File: src/rtl/servo_pkg.sv
// Shared constants, derivation helpers and FSM state type for the servo slew controller.
package servo_pkg;

    localparam int unsigned CLK_FREQ_DEF     = 32'd25_000_000;
    localparam int unsigned PWM_FREQ_DEF     = 32'd50;
    localparam int unsigned MIN_PULSE_US_DEF = 32'd500;
    localparam int unsigned MAX_PULSE_US_DEF = 32'd2500;
    localparam int unsigned STEP_TICKS_DEF   = 32'd2770;

    function automatic logic [31:0] calc_period(input logic [31:0] clk_freq, input logic [31:0] pwm_freq);
        return clk_freq / pwm_freq;
    endfunction

    function automatic logic [31:0] calc_pulse_ticks(input logic [31:0] clk_freq, input logic [31:0] pulse_us);
        return clk_freq / 32'd1_000_000 * pulse_us;
    endfunction

    function automatic logic [31:0] calc_ticks_per_deg(input logic [31:0] clk_freq, input logic [31:0] min_us,
                                                       input logic [31:0] max_us);
        return (calc_pulse_ticks(clk_freq, max_us) - calc_pulse_ticks(clk_freq, min_us)) / 32'd180;
    endfunction

    localparam logic [31:0] PERIOD_TICKS  = calc_period(CLK_FREQ_DEF, PWM_FREQ_DEF);
    localparam logic [31:0] MIN_TICKS     = calc_pulse_ticks(CLK_FREQ_DEF, MIN_PULSE_US_DEF);
    localparam logic [31:0] TICKS_PER_DEG = calc_ticks_per_deg(CLK_FREQ_DEF, MIN_PULSE_US_DEF, MAX_PULSE_US_DEF);
    localparam logic [31:0] CENTER_TICKS  = MIN_TICKS + 32'd90 * TICKS_PER_DEG;
    localparam logic [7:0]  ANGLE_MAX     = 8'd180;

    typedef enum logic [1:0] {
        IDLE = 2'd0,
        CALC = 2'd1,
        SLEW = 2'd2
    } state_e;

endpackage

File: src/rtl/servo_slew_if.sv
// Command handshake and PWM drive bundle between a command source and the slew controller.
interface servo_slew_if;
    logic        cmd_valid;
    logic [7:0]  cmd_angle;
    logic        cmd_ready;
    logic [31:0] duty_cycle;
    logic [31:0] period;
    logic        frame_tick;
    logic        busy;

    modport master (
        output cmd_valid, cmd_angle,
        input  cmd_ready, duty_cycle, period, frame_tick, busy
    );

    modport slave (
        input  cmd_valid, cmd_angle,
        output cmd_ready, duty_cycle, period, frame_tick, busy
    );
endinterface

File: src/rtl/servo_frame_timer.sv
// Free-running PWM frame counter; frame_tick is high for the last cycle of every frame.
module servo_frame_timer #(
    parameter logic [31:0] PERIOD_TICKS = servo_pkg::PERIOD_TICKS
) (
    input  logic clk,
    input  logic rst_n,
    output logic frame_tick
);
    localparam logic [31:0] LAST_CNT = PERIOD_TICKS - 32'd1;
    localparam logic [31:0] PRE_LAST = PERIOD_TICKS - 32'd2;

    logic [31:0] frame_cnt_r;
    logic        frame_tick_r;

    // Counter wraps at LAST_CNT; tick is registered one count early so it coincides with LAST_CNT.
    always_ff @(posedge clk or negedge rst_n) begin
        if (!rst_n) begin
            frame_cnt_r  <= 32'd0;
            frame_tick_r <= 1'b0;
        end else begin
            if (frame_cnt_r == LAST_CNT) begin
                frame_cnt_r <= 32'd0;
            end else begin
                frame_cnt_r <= frame_cnt_r + 32'd1;
            end
            frame_tick_r <= (frame_cnt_r == PRE_LAST);
        end
    end

    assign frame_tick = frame_tick_r;
endmodule

File: src/rtl/servo_slew_ctrl.sv
// Angle-command servo controller: converts angles to pulse widths and slews the PWM duty
// toward the target by at most one bounded step per frame.
module servo_slew_ctrl
    import servo_pkg::*;
#(
    parameter int unsigned CLK_FREQ     = CLK_FREQ_DEF,
    parameter int unsigned PWM_FREQ     = PWM_FREQ_DEF,
    parameter int unsigned MIN_PULSE_US = MIN_PULSE_US_DEF,
    parameter int unsigned MAX_PULSE_US = MAX_PULSE_US_DEF,
    parameter int unsigned STEP_TICKS   = STEP_TICKS_DEF
) (
    input  logic          clk,
    input  logic          rst_n,
    servo_slew_if.slave   bus
);
    localparam logic [31:0] L_PERIOD = calc_period(CLK_FREQ, PWM_FREQ);
    localparam logic [31:0] L_MIN    = calc_pulse_ticks(CLK_FREQ, MIN_PULSE_US);
    localparam logic [31:0] L_TPD    = calc_ticks_per_deg(CLK_FREQ, MIN_PULSE_US, MAX_PULSE_US);
    localparam logic [31:0] L_CENTER = L_MIN + 32'd90 * L_TPD;
    localparam logic [31:0] L_STEP   = STEP_TICKS;

    state_e      state_r, state_s;
    logic [7:0]  angle_r, angle_s;
    logic [31:0] target_r, target_s;
    logic [31:0] duty_r, duty_s;
    logic        ready_r;
    logic        busy_r;
    logic        frame_tick_s;
    logic        transfer_s;
    logic [7:0]  angle_clamped_s;
    logic        up_s;
    logic [31:0] diff_s;

    servo_frame_timer #(.PERIOD_TICKS(L_PERIOD)) u_timer (
        .clk        (clk),
        .rst_n      (rst_n),
        .frame_tick (frame_tick_s)
    );

    assign transfer_s      = bus.cmd_valid && ready_r;
    assign angle_clamped_s = (bus.cmd_angle > ANGLE_MAX) ? ANGLE_MAX : bus.cmd_angle;
    // Subtract in whichever direction keeps the unsigned difference from wrapping.
    assign up_s            = (target_r >= duty_r);
    assign diff_s          = up_s ? (target_r - duty_r) : (duty_r - target_r);

    // Next-state, angle latch, target calculation and per-frame duty step.
    always_comb begin
        state_s  = state_r;
        angle_s  = angle_r;
        target_s = target_r;
        duty_s   = duty_r;
        case (state_r)
            IDLE: begin
                if (transfer_s) begin
                    angle_s = angle_clamped_s;
                    state_s = CALC;
                end else begin
                    state_s = IDLE;
                end
            end
            CALC: begin
                target_s = L_MIN + {24'd0, angle_r} * L_TPD;
                state_s  = SLEW;
            end
            SLEW: begin
                if (frame_tick_s) begin
                    if (diff_s <= L_STEP) begin
                        duty_s  = target_r;
                        state_s = IDLE;
                    end else if (up_s) begin
                        duty_s = duty_r + L_STEP;
                    end else begin
                        duty_s = duty_r - L_STEP;
                    end
                end else begin
                    state_s = SLEW;
                end
                // A new command overrides the IDLE exit but not the step already taken.
                if (transfer_s) begin
                    angle_s = angle_clamped_s;
                    state_s = CALC;
                end else begin
                    angle_s = angle_r;
                end
            end
            default: begin
                state_s = IDLE;
            end
        endcase
    end

    // State and datapath registers; handshake and status flags are registered from next state.
    always_ff @(posedge clk or negedge rst_n) begin
        if (!rst_n) begin
            state_r  <= IDLE;
            angle_r  <= 8'd90;
            target_r <= L_CENTER;
            duty_r   <= L_CENTER;
            ready_r  <= 1'b1;
            busy_r   <= 1'b0;
        end else begin
            state_r  <= state_s;
            angle_r  <= angle_s;
            target_r <= target_s;
            duty_r   <= duty_s;
            ready_r  <= (state_s != CALC);
            busy_r   <= (state_s != IDLE);
        end
    end

    assign bus.cmd_ready  = ready_r;
    assign bus.busy       = busy_r;
    assign bus.duty_cycle = duty_r;
    assign bus.period     = L_PERIOD;
    assign bus.frame_tick = frame_tick_s;
endmodule

File: src/flat_wrapper.sv
// flat-port wrapper written by rule: the top's interface ports become plain ports
module servo_slew_ctrl_flat import servo_pkg::*;
#(
    parameter int unsigned CLK_FREQ     = CLK_FREQ_DEF,
    parameter int unsigned PWM_FREQ     = PWM_FREQ_DEF,
    parameter int unsigned MIN_PULSE_US = MIN_PULSE_US_DEF,
    parameter int unsigned MAX_PULSE_US = MAX_PULSE_US_DEF,
    parameter int unsigned STEP_TICKS   = STEP_TICKS_DEF
)
  (clk, rst_n, bus_cmd_valid, bus_cmd_angle, bus_cmd_ready, bus_duty_cycle, bus_period, bus_frame_tick, bus_busy);
  servo_slew_if bus_i ();
  input  logic clk;
  input  logic rst_n;
  input wire logic [$bits(bus_i.cmd_valid)-1:0] bus_cmd_valid;
  input wire logic [$bits(bus_i.cmd_angle)-1:0] bus_cmd_angle;
  output wire logic [$bits(bus_i.cmd_ready)-1:0] bus_cmd_ready;
  output wire logic [$bits(bus_i.duty_cycle)-1:0] bus_duty_cycle;
  output wire logic [$bits(bus_i.period)-1:0] bus_period;
  output wire logic [$bits(bus_i.frame_tick)-1:0] bus_frame_tick;
  output wire logic [$bits(bus_i.busy)-1:0] bus_busy;
  assign bus_i.cmd_valid = bus_cmd_valid;
  assign bus_i.cmd_angle = bus_cmd_angle;
  assign bus_cmd_ready = bus_i.cmd_ready;
  assign bus_duty_cycle = bus_i.duty_cycle;
  assign bus_period = bus_i.period;
  assign bus_frame_tick = bus_i.frame_tick;
  assign bus_busy = bus_i.busy;
  servo_slew_ctrl #(.CLK_FREQ(CLK_FREQ), .PWM_FREQ(PWM_FREQ), .MIN_PULSE_US(MIN_PULSE_US), .MAX_PULSE_US(MAX_PULSE_US), .STEP_TICKS(STEP_TICKS)) u_core (.clk(clk), .rst_n(rst_n), .bus(bus_i));
endmodule
File: config.mk
export PLATFORM = sky130hd
export DESIGN_NAME = servo_slew_ctrl_flat
export DESIGN_NICKNAME = d
export VERILOG_FILES = /design/src/rtl/servo_pkg.sv /design/src/rtl/servo_slew_if.sv /design/src/rtl/servo_frame_timer.sv /design/src/rtl/servo_slew_ctrl.sv /design/src/flat_wrapper.sv
export SDC_FILE = /design/constraint.sdc
export NUM_CORES = 1
export LEC_CHECK = 0
export ABC_AREA = 0
export CORE_AREA = 3 3 148 150
export DETAILED_ROUTE_END_ITERATION = 6
export DIE_AREA = 0 0 151 153
export GPL_ROUTABILITY_DRIVEN = 0
export PLACE_DENSITY_LB_ADDON = 0.12
export SLEW_MARGIN = 20
export SYNTH_ARGS = -nofsm -noshare
export SYNTH_HDL_FRONTEND = slang
export SYNTH_SLANG_ARGS = --single-unit
File: constraint.sdc
create_clock -name clk -period 5.1 [get_ports clk]
set_input_delay 1.02 -clock clk [delete_from_list [all_inputs] [get_ports clk]]
set_output_delay 1.02 -clock clk [all_outputs]
set_load 0.02 [all_outputs]
==> results_dict.tcl <==
set metrics [dict create \
    power.total_w 0.00570 \
    grt_usage 0.215 \
    synthCells 1123 \
    worstPathArrival_ns 5.01 \
    tightest_slew_ns 0.893 \
    wl_um 24300 \
    ios 78 \
    switching_share 0.481 \
    synth_area_um2 9260 \
    io_buffers 45 \
    syn_avg_cell_area_um2 8.24 \
    crit_path_end_kind "flip-flop" \
    overflow 0 \
    antenna_found_initial 0 \
    status "finished clean" \
    crit_cells 19 \
    synth-edff-count 0 \
    fmax_mhz 210 \
    rr_worst_depth 19 \
    post-dp-hpwl_um 19200 \
    grt_max_degree 61 \
    drc 0 \
    slew_violations 0 \
    grt_pass1_vias 7686 \
    clk_latency_ns 0.36 \
    grt_use_met3 0.0314 \
    rsz0062_at_grt "true" \
    clk_pin_slew_ns 0.08 \
    use_met2 0.338 \
    seqPwrFrac 0.170 \
    ys_seq_elements 95 \
    setup-violations-final 0 \
    ctsHoldBuffers 0 \
    cts_resized 0 \
    cts.htree.levels 3 \
    first_pass_iters 5 \
    ys_seq_area_frac 0.259 \
    power.leakage_nw 5.15 \
    die_h_um 153 \
    cts.sinks 95 \
    start_util 0.444 \
    row_count 53 \
    yosys_warnings 0 \
    postCtsSetupRepairBufs 0 \
    worst_ep_required_time_ns 5.34 \
    drt-wirelength-per-cell_um 16.4 \
    internal_power_w 0.00296 \
    cts_tree "built" \
    ys_types 76 \
    final_cell_mix "nand2_1, ha_1, o21ai_0, inv_1, a21oi_1" \
    critPathTopFamily "compound AO/OA/AOI/OAI gates" \
    timing.slew.headroom 0.405 \
    crit_slowest_cell "dfstp_2" \
    min_path_type "flip-flop to flip-flop" \
    use_met1 0.306 \
    vdd_ir_drop_max_uv 279 \
    synthFlopType "dfrtp_1" \
    reg2reg_slack_ns 0.33 \
    p_comb_frac 0.701 \
    grt_pass1_wl_um 40000 \
    critical_path.max_fanout 7 \
    cpPeakStageDelay_ns 0.58 \
    synth-async-reset-ratio 1.00 \
    vias_per_cell 5.39 \
    die_area_um2 23100 \
    final_common_cell "nand2_1" \
    area_delta_synth_final_pct 14.4 \
    cts_buffer_depth 2 \
    ant_nets 0 \
    hold_violations 0 \
    layout_setup_ws_ns 0.328 \
    fp.dieW_um 151 \
    switchingPower_w 0.00274 \
    diodes 0 \
    top_usage_layer "met2" \
    maxCapViolCount 0 \
    n_fill_cell 2089 \
    crit_path_start_kind "flip-flop" \
    root_buffer "clkbuf_16" \
    core_area_um2 20800 \
    path_cells "inv_1 -> ha_1 -> buf_4 -> and4_1 -> and4_1 -> o31a_1 -> buf_4 -> fa_1 -> nand2b_1 -> a21oi_1 -> o31ai_1 -> a31oi_1 -> o21ai_1 -> a31oi_1 -> a21o_1 -> nand4_1 -> a21oi_1 -> mux2i_1 -> o21ai_0" \
    cp_num_buf_inv 3 \
    first_iter_violations 397 \
    num_vias 7957 \
    hold_depth 1 \
    place_ws_ns 0.112 \
    nets 1323 \
    clock_power_share 0.129 \
    numCtsBuffers 9 \
    power_density_nw_per_um2 539 \
    skew_ns 0.0153 \
    critical_path_class "flip-flop to flip-flop" \
    period_share 0.936 \
    min_period_ns 4.77 \
    final_layout_size_suffix_gt1_frac 0.106 \
]
==> registers in the layout, summed over array words and instances (netlist names) <==
name / cells
u_core.target_r: 18
u_core.u_timer.frame_cnt_r: 32
u_core.bus.cmd_ready: 1
u_core.bus.duty_cycle: 32
u_core.u_timer.frame_tick: 1
u_core.bus.busy: 1
u_core.state_r: 2
u_core.angle_r: 8
==> per-stage QoR <==
step / area, µm² / std cells / hold slack, ns / utilization / setup TNS, ns
after floorplan: 9380 / 1153 / 0.438 / - / 0
after global placement: 10200 / 1461 / 0.457 / 0.491 / 0
after detailed placement: 10200 / 1461 / 0.469 / 0.491 / 0
after CTS: 10500 / 1477 / 0.480 / 0.506 / 0
after global routing: 10600 / 1477 / 0.503 / 0.508 / -0.00269
final: 10600 / 1477 / 0.476 / 0.508 / 0
==> cells by family (layout without fill, tap and decap cells) <==
family                     Yosys count  in the layout  synth area share
and+or+nand+nor                    353            353             0.186
AOI/OAI and AO/OA                  297            297             0.201
buffers and inverters              153            202            0.0788
adders and majority gates          115            115             0.167
DFF                                 95             95             0.259
xor gates and xnor gates            80             80            0.0757
muxes                               28             28            0.0312
other                                2             32          0.000811
==> worst reg2reg max path, cell delays in order, from the launching register on <==
cell	delay, ns
dfstp_2	0.58
inv_1	0.08
ha_1	0.31
buf_4	0.16
and4_1	0.22
and4_1	0.21
o31a_1	0.35
buf_4	0.19
fa_1	0.42
nand2b_1	0.18
a21oi_1	0.20
o31ai_1	0.13
a31oi_1	0.37
o21ai_1	0.16
a31oi_1	0.25
a21o_1	0.19
nand4_1	0.12
a21oi_1	0.26
mux2i_1	0.20
o21ai_0	0.08
==> per-layer routing <==
layer  routed length (µm)  up-vias
li1                     -     4049
met4                  592        0
met5                    0        -
met2                11100      157
met1                11400     3718
met3                 1130       33
==> path summary, 6_finish.rpt <==
kind	start	endpoint
max in group asynchronous	rst_n	u_core.target_r[9]
setup reg to reg	u_core.bus.duty_cycle[2]	u_core.bus.duty_cycle[31]
hold reg to reg	u_core.u_timer.frame_cnt_r[4]	u_core.u_timer.frame_cnt_r[4]
hold / removal	u_core.u_timer.frame_cnt_r[4]	u_core.u_timer.frame_cnt_r[4]
setup / recovery	u_core.bus.duty_cycle[2]	u_core.bus.duty_cycle[31]
min in group asynchronous	rst_n	u_core.angle_r[2]
==> power by group through the flow <==
stage,registers (W),clock network (W),logic (W)
floorplan,0.000940,0,0.00296
global placement,0.000978,0,0.00389
detailed placement,0.000982,0,0.00392
CTS,0.000968,0.000756,0.00395
global route,0.000985,0.000790,0.00450
finish,0.000968,0.000737,0.00400
==> Yosys cell counts (all sizes together) (7+ instances only) <==
cell type  count  area [µm²]
o21ai         94         470
clkbuf        30         114
xor2          29         254
o211ai         7        52.6
xnor2         51         447
nor3          19        95.1
nor2b         16         100
nand2b        11        68.8
a21o          24         180
dfstp         19         499
buf           41         308
or2            8        50.1
nand4         11        68.8
ha           101        1260
o31ai         14         105
and2          12        75.1
dfrtp         76        1900
inv           81         304
nor2          71         267
and3          16         100
nand2        117         439
a21oi         80         400
or3           11        68.8
o21a          13        97.6
mux2i         24         240
nand3         30         150
nor4          11        68.8
fa            14         280
==> area by class of cell <==
class	instances	area, µm²	share of cell area
Sequential cell	95	2400	0.227
Inverter	82	310	0.0293
Clock buffer	9	225	0.0213
Clock inverter	7	92.6	0.00875
Tap cell	275	344	0.0325
Multi-Input combinational cell	905	6310	0.596
Timing Repair Buffer	104	903	0.0854
(Power assumes the default switching activity.)
